$ cat src/rtl/pipe_stage_skid.sv
// Generic inter-stage pipeline register with valid/ready handshake and a 2-entry skid buffer.
// Back-pressure is fully registered; flush inserts a bubble; stall cycles are counted (saturating).
module pipe_stage_skid #(
    parameter int unsigned           WIDTH     = 64,
    parameter logic [WIDTH-1:0]      NOP_VALUE = {WIDTH{1'b0}},
    parameter int unsigned           CNT_W     = 16
) (
    input  logic             clk,
    input  logic             reset,
    input  logic             in_valid,
    input  logic [WIDTH-1:0] in_data,
    output logic             in_ready,
    input  logic             in_flush,
    output logic             out_valid,
    output logic [WIDTH-1:0] out_data,
    input  logic             out_ready,
    output logic [CNT_W-1:0] stall_cnt
);

    // Bit 0 is valid_m, bit 1 is valid_s; 2'b10 (skid without main) is illegal.
    typedef enum logic [1:0] {
        EMPTY = 2'b00,
        ONE   = 2'b01,
        TWO   = 2'b11
    } state_e;

    state_e             state_q, state_d;
    logic [WIDTH-1:0]   data_m_q, data_m_d;
    logic [WIDTH-1:0]   data_s_q, data_s_d;
    logic               in_ready_q, in_ready_d;
    logic [CNT_W-1:0]   stall_cnt_q, stall_cnt_d;

    logic               valid_m;
    logic               in_fire;
    logic               out_fire;

    assign valid_m  = state_q[0];
    assign in_fire  = in_valid & in_ready_q;
    assign out_fire = valid_m & out_ready;

    // State register. The data entries are reset too so out_data and storage
    // start at NOP_VALUE.
    // NOTE: sequential state uses non-blocking assignments only, so every flop
    // samples the pre-edge value of every other flop.
    always_ff @(posedge clk or negedge reset) begin
        if (!reset) begin
            state_q     <= EMPTY;
            data_m_q    <= NOP_VALUE;
            data_s_q    <= NOP_VALUE;
            in_ready_q  <= 1'b1;
            stall_cnt_q <= '0;
        end else begin
            state_q     <= state_d;
            data_m_q    <= data_m_d;
            data_s_q    <= data_s_d;
            in_ready_q  <= in_ready_d;
            stall_cnt_q <= stall_cnt_d;
        end
    end

    // Next-state and storage update; flush overrides every handshake outcome.
    // NOTE: every signal written here gets a hold default first, so no path
    // leaves a value unassigned and no latch is inferred.
    always_comb begin
        state_d  = state_q;
        data_m_d = data_m_q;
        data_s_d = data_s_q;

        if (in_flush) begin
            state_d  = EMPTY;
            data_m_d = NOP_VALUE;
            data_s_d = NOP_VALUE;
        end else begin
            unique case (state_q)
                EMPTY: begin
                    if (in_fire) begin
                        state_d  = ONE;
                        data_m_d = in_data;
                    end
                end
                ONE: begin
                    case ({in_fire, out_fire})
                        2'b11: data_m_d = in_data;
                        2'b10: begin
                            state_d  = TWO;
                            data_s_d = in_data;
                        end
                        2'b01: begin
                            state_d  = EMPTY;
                            data_m_d = NOP_VALUE;
                        end
                        default: ;
                    endcase
                end
                TWO: begin
                    // in_ready is low here, so only the drain can happen.
                    if (out_fire) begin
                        state_d  = ONE;
                        data_m_d = data_s_q;
                        data_s_d = NOP_VALUE;
                    end
                end
                default: begin
                    state_d  = EMPTY;
                    data_m_d = NOP_VALUE;
                    data_s_d = NOP_VALUE;
                end
            endcase
        end

        // Ready is registered from the next state: no out_ready -> in_ready path.
        in_ready_d = (state_d != TWO);
    end

    // Saturating stall counter; flush cycles count as well.
    always_comb begin
        stall_cnt_d = stall_cnt_q;
        if (valid_m && !out_ready && (stall_cnt_q != {CNT_W{1'b1}})) begin
            stall_cnt_d = stall_cnt_q + {{(CNT_W-1){1'b0}}, 1'b1};
        end
    end

    // Outputs come straight from flops (plus the NOP mux on the data path).
    always_comb begin
        out_valid = valid_m;
        out_data  = valid_m ? data_m_q : NOP_VALUE;
        in_ready  = in_ready_q;
        stall_cnt = stall_cnt_q;
    end

endmodule

$ cat config.mk
export PLATFORM = sky130hd
export DESIGN_NAME = pipe_stage_skid
export DESIGN_NICKNAME = d
export VERILOG_FILES = /design/src/rtl/pipe_stage_skid.sv
export SDC_FILE = /design/constraint.sdc
export NUM_CORES = 1
export LEC_CHECK = 0
export CAP_MARGIN = 20
export CORE_ASPECT_RATIO = 1.5
export CORE_MARGIN = 2
export CORE_UTILIZATION = 49
export CTS_BUF_LIST = sky130_fd_sc_hd__clkbuf_2 sky130_fd_sc_hd__clkbuf_4 sky130_fd_sc_hd__clkbuf_8
export DETAILED_ROUTE_END_ITERATION = 6
export GPL_TIMING_DRIVEN = 0
export PLACE_DENSITY = 0.78
export SETUP_SLACK_MARGIN = 0.05
export SLEW_MARGIN = 10
export SYNTH_ARGS = -nofsm -noshare
export SYNTH_HDL_FRONTEND = slang
export SYNTH_SLANG_ARGS = --single-unit
$ cat constraint.sdc
create_clock -name clk -period 2.2 [get_ports clk]
set_input_delay 0.66 -clock clk [delete_from_list [all_inputs] [get_ports clk]]
set_output_delay 0.66 -clock clk [all_outputs]
set_load 0.005 [all_outputs]
* Word-level counts from Yosys, hierarchy flattened
Index checks and enable logic that the tools add are counted.
Word-level totals: register bits after elaboration 147, input port bits 69, logic and storage cells 41
Operators by class: bitwise gates (word level) 2, reductions and logical operators 6, equality and inequality tests 12, $add $sub $neg 1, muxes and demuxes 15
Operators with widths (number):
- $mux 64 | 7
- $pmux 64 s3 | 2
- $pmux 64 s2 | 1
- $add 16x1->16 const B | 1
- $ne 16x16->1 const B | 1
- $ne 3x3->1 const B | 3
- $eq 2x2->1 const B | 3
- $mux 2 | 3
- $pmux 2 s3 | 1
- $reduce_and 3->1 | 2
- $eq 2x1->1 const B | 2
- $ne 2x2->1 const B | 2
- $ne 4x2->1 const B | 1
- $pmux 2 s2 | 1
- $and 1x1->1 | 2
- $logic_and 1x1->1 | 2
- $logic_not 2->1 | 1
- $logic_not 1->1 | 1

* Logic depth before layout (Yosys ltp)
Gate-level depths: netlist (run 1).
depth after elaboration 6, gate-level depth with buffers 8, mapped depth without buffers 7

* Worst setup path before layout (run 1)
No wires, ideal clock.
path kind input port to flip-flop, from input port in_valid, to register data_s_q[10], arrival 1.746 ns, slack 0.376 ns, data required time 2.122 ns, stages 7, buffers on the path 1, cells stage by stage nand2_1 > inv_1 > ha_1 > a22oi_4 > clkbuf_1 > nand2_1 > a21oi_1
Between the ends: longest elaborated chain between the ends 4
RTL lines:
- from (decl) | RTL line 10 | input logic in_valid,
- $and 1x1->1 | RTL line 38 | assign in_fire = in_valid & in_ready_q;
- $eq 2x2->1 | RTL line 82 | case ({in_fire, out_fire})
- $ne 3x3->1 (no source line)
- $reduce_and 3->1 (no source line)
- to (signal assigned) | RTL line 55 | data_s_q <= data_s_d;
- to (decl) | RTL line 29 | logic [WIDTH-1:0] data_s_q, data_s_d;
No other way between the ends. A chain may end at the register's enable or synchronous reset.

* Worst setup path in the final report (run 1)
from register state_q[0], to output port out_data[47]
Between the ends: longest elaborated chain between the ends 1
RTL lines:
- from (decl) | RTL line 27 | state_e state_q, state_d;
- from (signal assigned) | RTL line 53 | state_q <= state_d;
- $mux 64 | RTL line 126 | out_data = valid_m ? data_m_q : NOP_VALUE;
- to (decl) | RTL line 15 | output logic [WIDTH-1:0] out_data,
No other way between the ends.

==> flow_metrics.py, run 1 <==
metrics = {
    "status": {
        "outcome": "finished with violations",
        "violations": "setup timing",
    },
    "worst_setup_path": {
        "rrSetupSlack_ns": 0.15,
        "r2r-start": "state_q[0]",
        "cp-start-kind": "flip-flop",
        "crit_family": "buffers and inverters",
        "required_ns": 1.54,
        "cp-end-kind": "primary output",
        "r2r_end": "data_m_q[36]",
        "crit_buf_inv": 5,
        "worstSetupPathType": "reg -> out",
        "crit_arrival_ns": 1.62,
        "path_cells": "buf_6 -> clkbuf_16 -> buf_8 -> clkbuf_16 -> and2_4 -> buf_6",
        "critPathSlowestCell": "dfrtp_1",
        "slowest_delay_ns": 0.40,
        "worst-path-max-fanout": 5,
        "reg2regPathDepth": 8,
    },
    "timing": {
        "max_clock_freq_mhz": 439,
        "setup_ws_ns": -0.0797,
        "tightest_slew_ns": 0.576,
        "grt_setup_unrepaired": "true",
        "slew_violations": 0,
        "clock_skew_ns": 0.0125,
        "hold_viol_final": 0,
        "period_share": 1.04,
        "finalCriticalPeriod_ns": 2.28,
        "relSlewSlack": 0.616,
        "setup_viol": 21,
    },
    "placed_design": {
        "place_congestion": 0.857,
        "pre_cts_ws_ns": -0.633,
        "place_inst": 982,
        "io_buffers": 149,
        "post_dp_cell_area_mm2": 0.00855,
        "dpl.hpwl_mm": 13.3,
    },
    "clock_network": {
        "htree_levels": 4,
        "cts.sinks": 147,
        "cts.clk_slew.worst_paths_ns": 0.08,
        "cts_hold_buf": 0,
        "cts_made_buffers": 17,
        "cts_buffer_depth": 2,
        "worst_skew_pair.late_latency_ns": 0.43,
        "cts_tree": "built",
        "root_buffer": "clkbuf_8",
    },
    "layout": {
        "stdcell_count": 1031,
        "drive_gt1_frac": 0.258,
        "finish.instance_area_mm2": 0.00948,
        "n_fill_cell": 1012,
        "finish.net_count": 926,
        "synthToLayoutAreaGrowth_pct": 38.9,
    },
    "floorplanning": {
        "die_height_um": 149,
        "dieArea_mm2": 0.0149,
        "rows": 52,
        "die_x_um": 100,
        "coreArea_mm2": 0.0135,
        "num_io_pins": 151,
        "start_util": 0.505,
    },
    "route": {
        "remaining_drc_errors": 0,
        "routed-wl-met2_mm": 10.3,
        "wire_per_inst_um": 19.1,
        "top_layer_used": "met4",
        "first_iter_violations": 338,
        "met3_length_um": 997,
        "first_pass_iters": 5,
        "viasPerCell": 5.94,
        "wl_mm": 19.7,
        "antenna_left": 0,
        "vias": 6125,
        "wl_met1_mm": 7.82,
    },
    "grt": {
        "antenna_found_initial": 0,
        "grt_usage": 0.263,
        "grt_start_max_net_pins": 86,
        "grt_pass1_wl_mm": 31.2,
        "gr-total-overflow": 0,
        "grt_pass1_vias": 6206,
    },
    "synth": {
        "avgSynthCellArea_um2": 10.2,
        "seq_area_frac_synth": 0.539,
        "yosys.area.top_type": "dfrtp_1",
        "syn_nets": 741,
        "synth_area_leaders": "dfrtp_1, o2bb2ai_1, a22oi_1",
        "synth-seq-cells": 147,
        "synth_ff_type": "dfrtp_1",
        "synthArstFlopShare": 1.00,
        "ys_types": 39,
        "yosysWarnings": 0,
        "syn_area_mm2": 0.00683,
        "netlist.area_leader.share": 0.535,
        "postSynthCellCount": 670,
        "synth_edf_count": 0,
    },
    "power_and_ir_drop": {
        "ir_drop_v": 0.000411,
        "p_leak_nw": 4.30,
        "powerDensity_mw_per_mm2": 688,
    },
    "hold_path": {
        "min_path_type": "in -> async",
    },
    "job": {
        "cap_viol_max_count": 0,
    },
}
through the flow:
stage	power [mW]	util	setup TNS, ns	hold WS (ns)
2_1_floorplan	3.46	-	0	0.364
6_report	6.53	0.701	-1.04	0.207
5_1_grt	6.79	0.700	-3.24	0.221
4_1_cts	6.48	0.688	-0.921	0.220
3_5_place_dp	4.01	0.632	-87.93	0.466
3_3_place_gp	3.97	0.630	-840.50	0.463
flip-flops by register name (all words and copies together), names as in the netlist:
name       cells
data_m_q      64
data_s_q      64
in_ready       1
stall_cnt     16
state_q        2
how the worst max path moves through the flow:
| stage | start | end | slack, ns | depth (start not counted) |
|---|---|---|---|---|
| 6_report | state_q[0] | out_data[47] | -0.08 | 6 |
| 5_1_grt | state_q[0] | out_data[47] | -0.14 | 6 |
| 4_1_cts | state_q[0] | out_data[50] | -0.09 | 6 |
| 3_5_place_dp | out_ready | data_m_q[37] | -0.63 | 6 |
| 3_3_place_gp | reset | data_m_q[38] | -5.21 | 1 |
| 2_1_floorplan | in_valid | data_s_q[10] | 0.38 | 7 |
cell type report:
cell class | count | area (um2) | share of cell area
clock inverter | 11 | 175 | 0.0185
multi-input combinational | 456 | 2990 | 0.316
sequential | 147 | 3680 | 0.389
antenna | 1 | 2.50 | 0.000264
tap | 162 | 203 | 0.0214
timing repair buffer | 166 | 1680 | 0.178
buffer | 64 | 444 | 0.0468
inverter | 3 | 11.3 | 0.00119
clock buffer | 21 | 283 | 0.0298
cell usage after synthesis (2+ instances only):
cell,count
nand2b_1,4
ha_1,2
and3_1,2
nor3_1,2
inv_1,3
xnor2_1,3
nand3_1,68
dfrtp_1,146
xor2_1,12
nor2_1,9
buf_2,22
clkbuf_1,40
and2_1,65
nand2_1,74
a22oi_1,64
a21oi_1,66
and2b_1,2
nand4_1,2
o2bb2ai_1,64
worst reg2reg max path, delay by kind of cell, from the launching register on:
| kind | cells | cell delay [ns] |
|---|---|---|
| buf+inv | 5 | 1.10 |
| simple gates | 1 | 0.14 |
| compound gates | 2 | 0.37 |
| flops | 1 | 0.37 |
layer usage:
layer | GRT usage | vias to the layer above
met5 | 0 | -
li1 | - | 2784
met4 | 0.0966 | 0
met3 | 0.0479 | 48
met1 | 0.326 | 3035
met2 | 0.456 | 258
repair_timing:
action / 4_1_cts / 5_1_grt
setup buffers: 7 / 4
pin swaps: 1 / 1
resized for setup: 340 / 97
setup endpoints to repair: 185 / 138
hold endpoints to repair: 0 / 0
gates cloned: 6 / 0
logic make-up (layout without fill, tap and decap cells):
group                    Yosys count  count (layout)  share of synthesized area
AND/OR/NAND/NOR                  236             236                      0.178
AO/OA/AOI/OAI                    201             201                      0.215
flip-flops                       147             147                      0.539
buffers and inverters             67             265                     0.0425
XOR/XNOR                          15              15                     0.0192
adder cells (fa/ha/maj)            2               2                    0.00366
multiplexers                       2               2                    0.00312
other                              0               1                          0
power by group:
part | total (mW) | switching (mW) | internal (mW)
combinational | 1.16 | 0.581 | 0.577
clock | 2.38 | 1.03 | 1.35
sequential | 2.99 | 0.132 | 2.86
total | 6.53 | 1.74 | 4.78
cells in the final DEF (no fill, tap or decap), drive strengths merged, types with 3 or more instances in the layout:
master / instances
a21oi: 66
a22oi: 65
and2: 65
buf: 101
bufinv: 4
clkbuf: 66
clkdlybuf4s50: 82
clkinv: 4
dfrtp: 146
inv: 4
nand2: 74
nand2b: 4
nand3: 69
nand4: 3
nor2: 9
nor3: 3
o2bb2ai: 64
xnor2: 3
xor2: 12
(Power assumes the default switching activity.)
==> run 2, diff against run 1 <==
REMOVE_ABC_BUFFERS = 1   (was not set)
SLEW_MARGIN = 20   (was 10)
==> run 2 against run 1 <==
Against the previous run:
- utilization shrank 0.94 points
- final cell count shrank 4.6%
- largest power group unchanged
- combinational power hardly changed
- via count up 2.2%
- the run still ends with setup timing left
- critical path type unchanged
==> flow_metrics.py, run 2 (synthesis results as in run 1) <==
metrics = {
    "layout": {
        "n_fill_cell": 953,
        "drive_gt1_frac": 0.146,
        "regArea_mm2": 0.00369,
        "synthToLayoutAreaGrowth_pct": 37.0,
        "multi_input_area_mm2": 0.00302,
        "finish.instance_area_mm2": 0.00935,
        "final_cell_mix": "dfrtp_1, clkdlybuf4s50_1, nand2_1, nand3_1, a21oi_1",
        "finish.net_count": 880,
        "layout_commonest_cell": "dfrtp_1",
        "final_util": 0.691,
        "antennaDiodeCount": 0,
    },
    "grt": {
        "grt_pass1_wl_mm": 32.1,
        "grt_usage": 0.275,
        "grt_start_max_net_pins": 76,
        "antenna_found_initial": 0,
        "grt_pass1_vias": 6350,
        "gr-total-overflow": 0,
    },
    "floorplanning": {
        "start_util": 0.505,
        "dieArea_mm2": 0.0149,
        "die_height_um": 149,
        "die_x_um": 100,
        "num_io_pins": 151,
        "rows": 52,
        "coreArea_mm2": 0.0135,
    },
    "job": {
        "cap_viol_max_count": 0,
    },
    "route": {
        "viasPerCell": 6.36,
        "wire_per_inst_um": 22.7,
        "first_pass_iters": 5,
        "wl_mm": 22.4,
        "antenna_left": 0,
        "remaining_drc_errors": 0,
        "first_iter_violations": 502,
        "vias": 6261,
    },
    "clock_network": {
        "worst_skew_pair.late_latency_ns": 0.45,
        "cts.clk_slew.worst_paths_ns": 0.08,
        "cts_tree": "built",
        "root_buffer": "clkbuf_8",
        "htree_levels": 4,
        "cts_made_buffers": 17,
        "cts.sinks": 147,
        "cts_buffer_depth": 2,
    },
    "timing": {
        "period_share": 1.10,
        "grt_setup_unrepaired": "true",
        "clock_skew_ns": 0.0114,
        "slew_violations": 0,
        "setup_ws_ns": -0.230,
        "relSlewSlack": 0.484,
        "finalCriticalPeriod_ns": 2.43,
        "tightest_slew_ns": 0.772,
        "max_clock_freq_mhz": 411,
        "hold_viol_final": 0,
        "setup_viol": 21,
    },
    "worst_setup_path": {
        "worst-path-max-fanout": 10,
        "required_ns": 1.54,
        "worstSetupPathType": "reg -> out",
        "cp-start-kind": "flip-flop",
        "cp-end-kind": "primary output",
        "crit_arrival_ns": 1.77,
    },
    "placed_design": {
        "io_buffers": 150,
        "dpl.hpwl_mm": 12.4,
        "place_congestion": 0.881,
        "post_dp_cell_area_mm2": 0.00856,
    },
    "power_and_ir_drop": {
        "powerDensity_mw_per_mm2": 676,
        "ir_drop_v": 0.000352,
        "total_power_mw": 6.32,
        "p_leak_nw": 4.64,
    },
    "hold_path": {
        "min_path_type": "in -> async",
    },
    "status": {
        "violations": "setup timing",
        "outcome": "finished with violations",
    },
}
-- run 2: changes by cell type in the layout (fill, tap and decap cells not counted), moves of 9 or more --
cell	change
and2_4	-37
clkbuf_2	-20
buf_6	-46
clkbuf_1	-15
clkdlybuf4s50_1	+9
and2_1	+37
dlymetal6s2s_1	+37
buf_2	-22
-- run 2: final timing paths --
kind,startpoint,slack (ns),depth (start not counted),to
max in group asynchronous,reset,1.27,2,stall_cnt[2]
setup / recovery,state_q[0],-0.23,3,out_data[43]
hold reg to reg,data_m_q[18],0.48,1,data_m_q[18]
min in group clk,data_m_q[18],0.48,1,data_m_q[18]
setup reg to reg,state_q[0],0.09,7,data_s_q[44]
hold / removal,reset,0.16,1,data_s_q[33]
-- run 2: area by class of cell --
type                    instances  area share
clock inverters                12      0.0138
clock buffers                  20      0.0288
flip-flops and latches        147       0.395
repair buffers                178       0.217
inverters                       3     0.00120
multi-input cells             462       0.323
well taps                     162      0.0217
-- run 2: worst max-delay path, cell delays in order (launching register included) --
cell	delay [ns]
dfrtp_4	0.49
buf_6	0.17
and2_1	0.13
clkdlybuf4s50_1	0.53
-- run 2: per-stage QoR --
step           setup WS (ns)  cells  hold slack, ns  setup TNS [ns]
6_report              -0.230    984           0.162           -3.29
5_1_grt               -0.281    984           0.200           -4.11
4_1_cts               -0.286    967           0.185          -12.22
3_5_place_dp          -0.572    929           0.466          -61.46
3_3_place_gp           -5.19    918           0.465        -1423.19
2_1_floorplan          -1.78    606           0.364         -211.34
-- run 2: metal layers --
metal	vias to the layer above	track usage	wire, um
li1	2709	-	-
met1	3158	0.334	8430
met2	327	0.477	11800
met3	67	0.0475	1320
met4	0	0.114	771
met5	-	0	0
-- run 2: power by group --
group	internal, mW	switching (mW)	total (mW)
clock network	1.08	1.07	2.15
registers	2.86	0.133	2.99
logic	0.548	0.629	1.18
total	4.49	1.83	6.32
-- run 2: what timing repair did --
action | in CTS | in global routing
hold buffers | 0 | 0
resized for setup | 44 | 84
setup buffers | 5 | 9
cloned | 1 | 8
pin swaps | 2 | 5
endpoints found under the setup margin | 198 | 140
hold endpoints to repair | 0 | 0
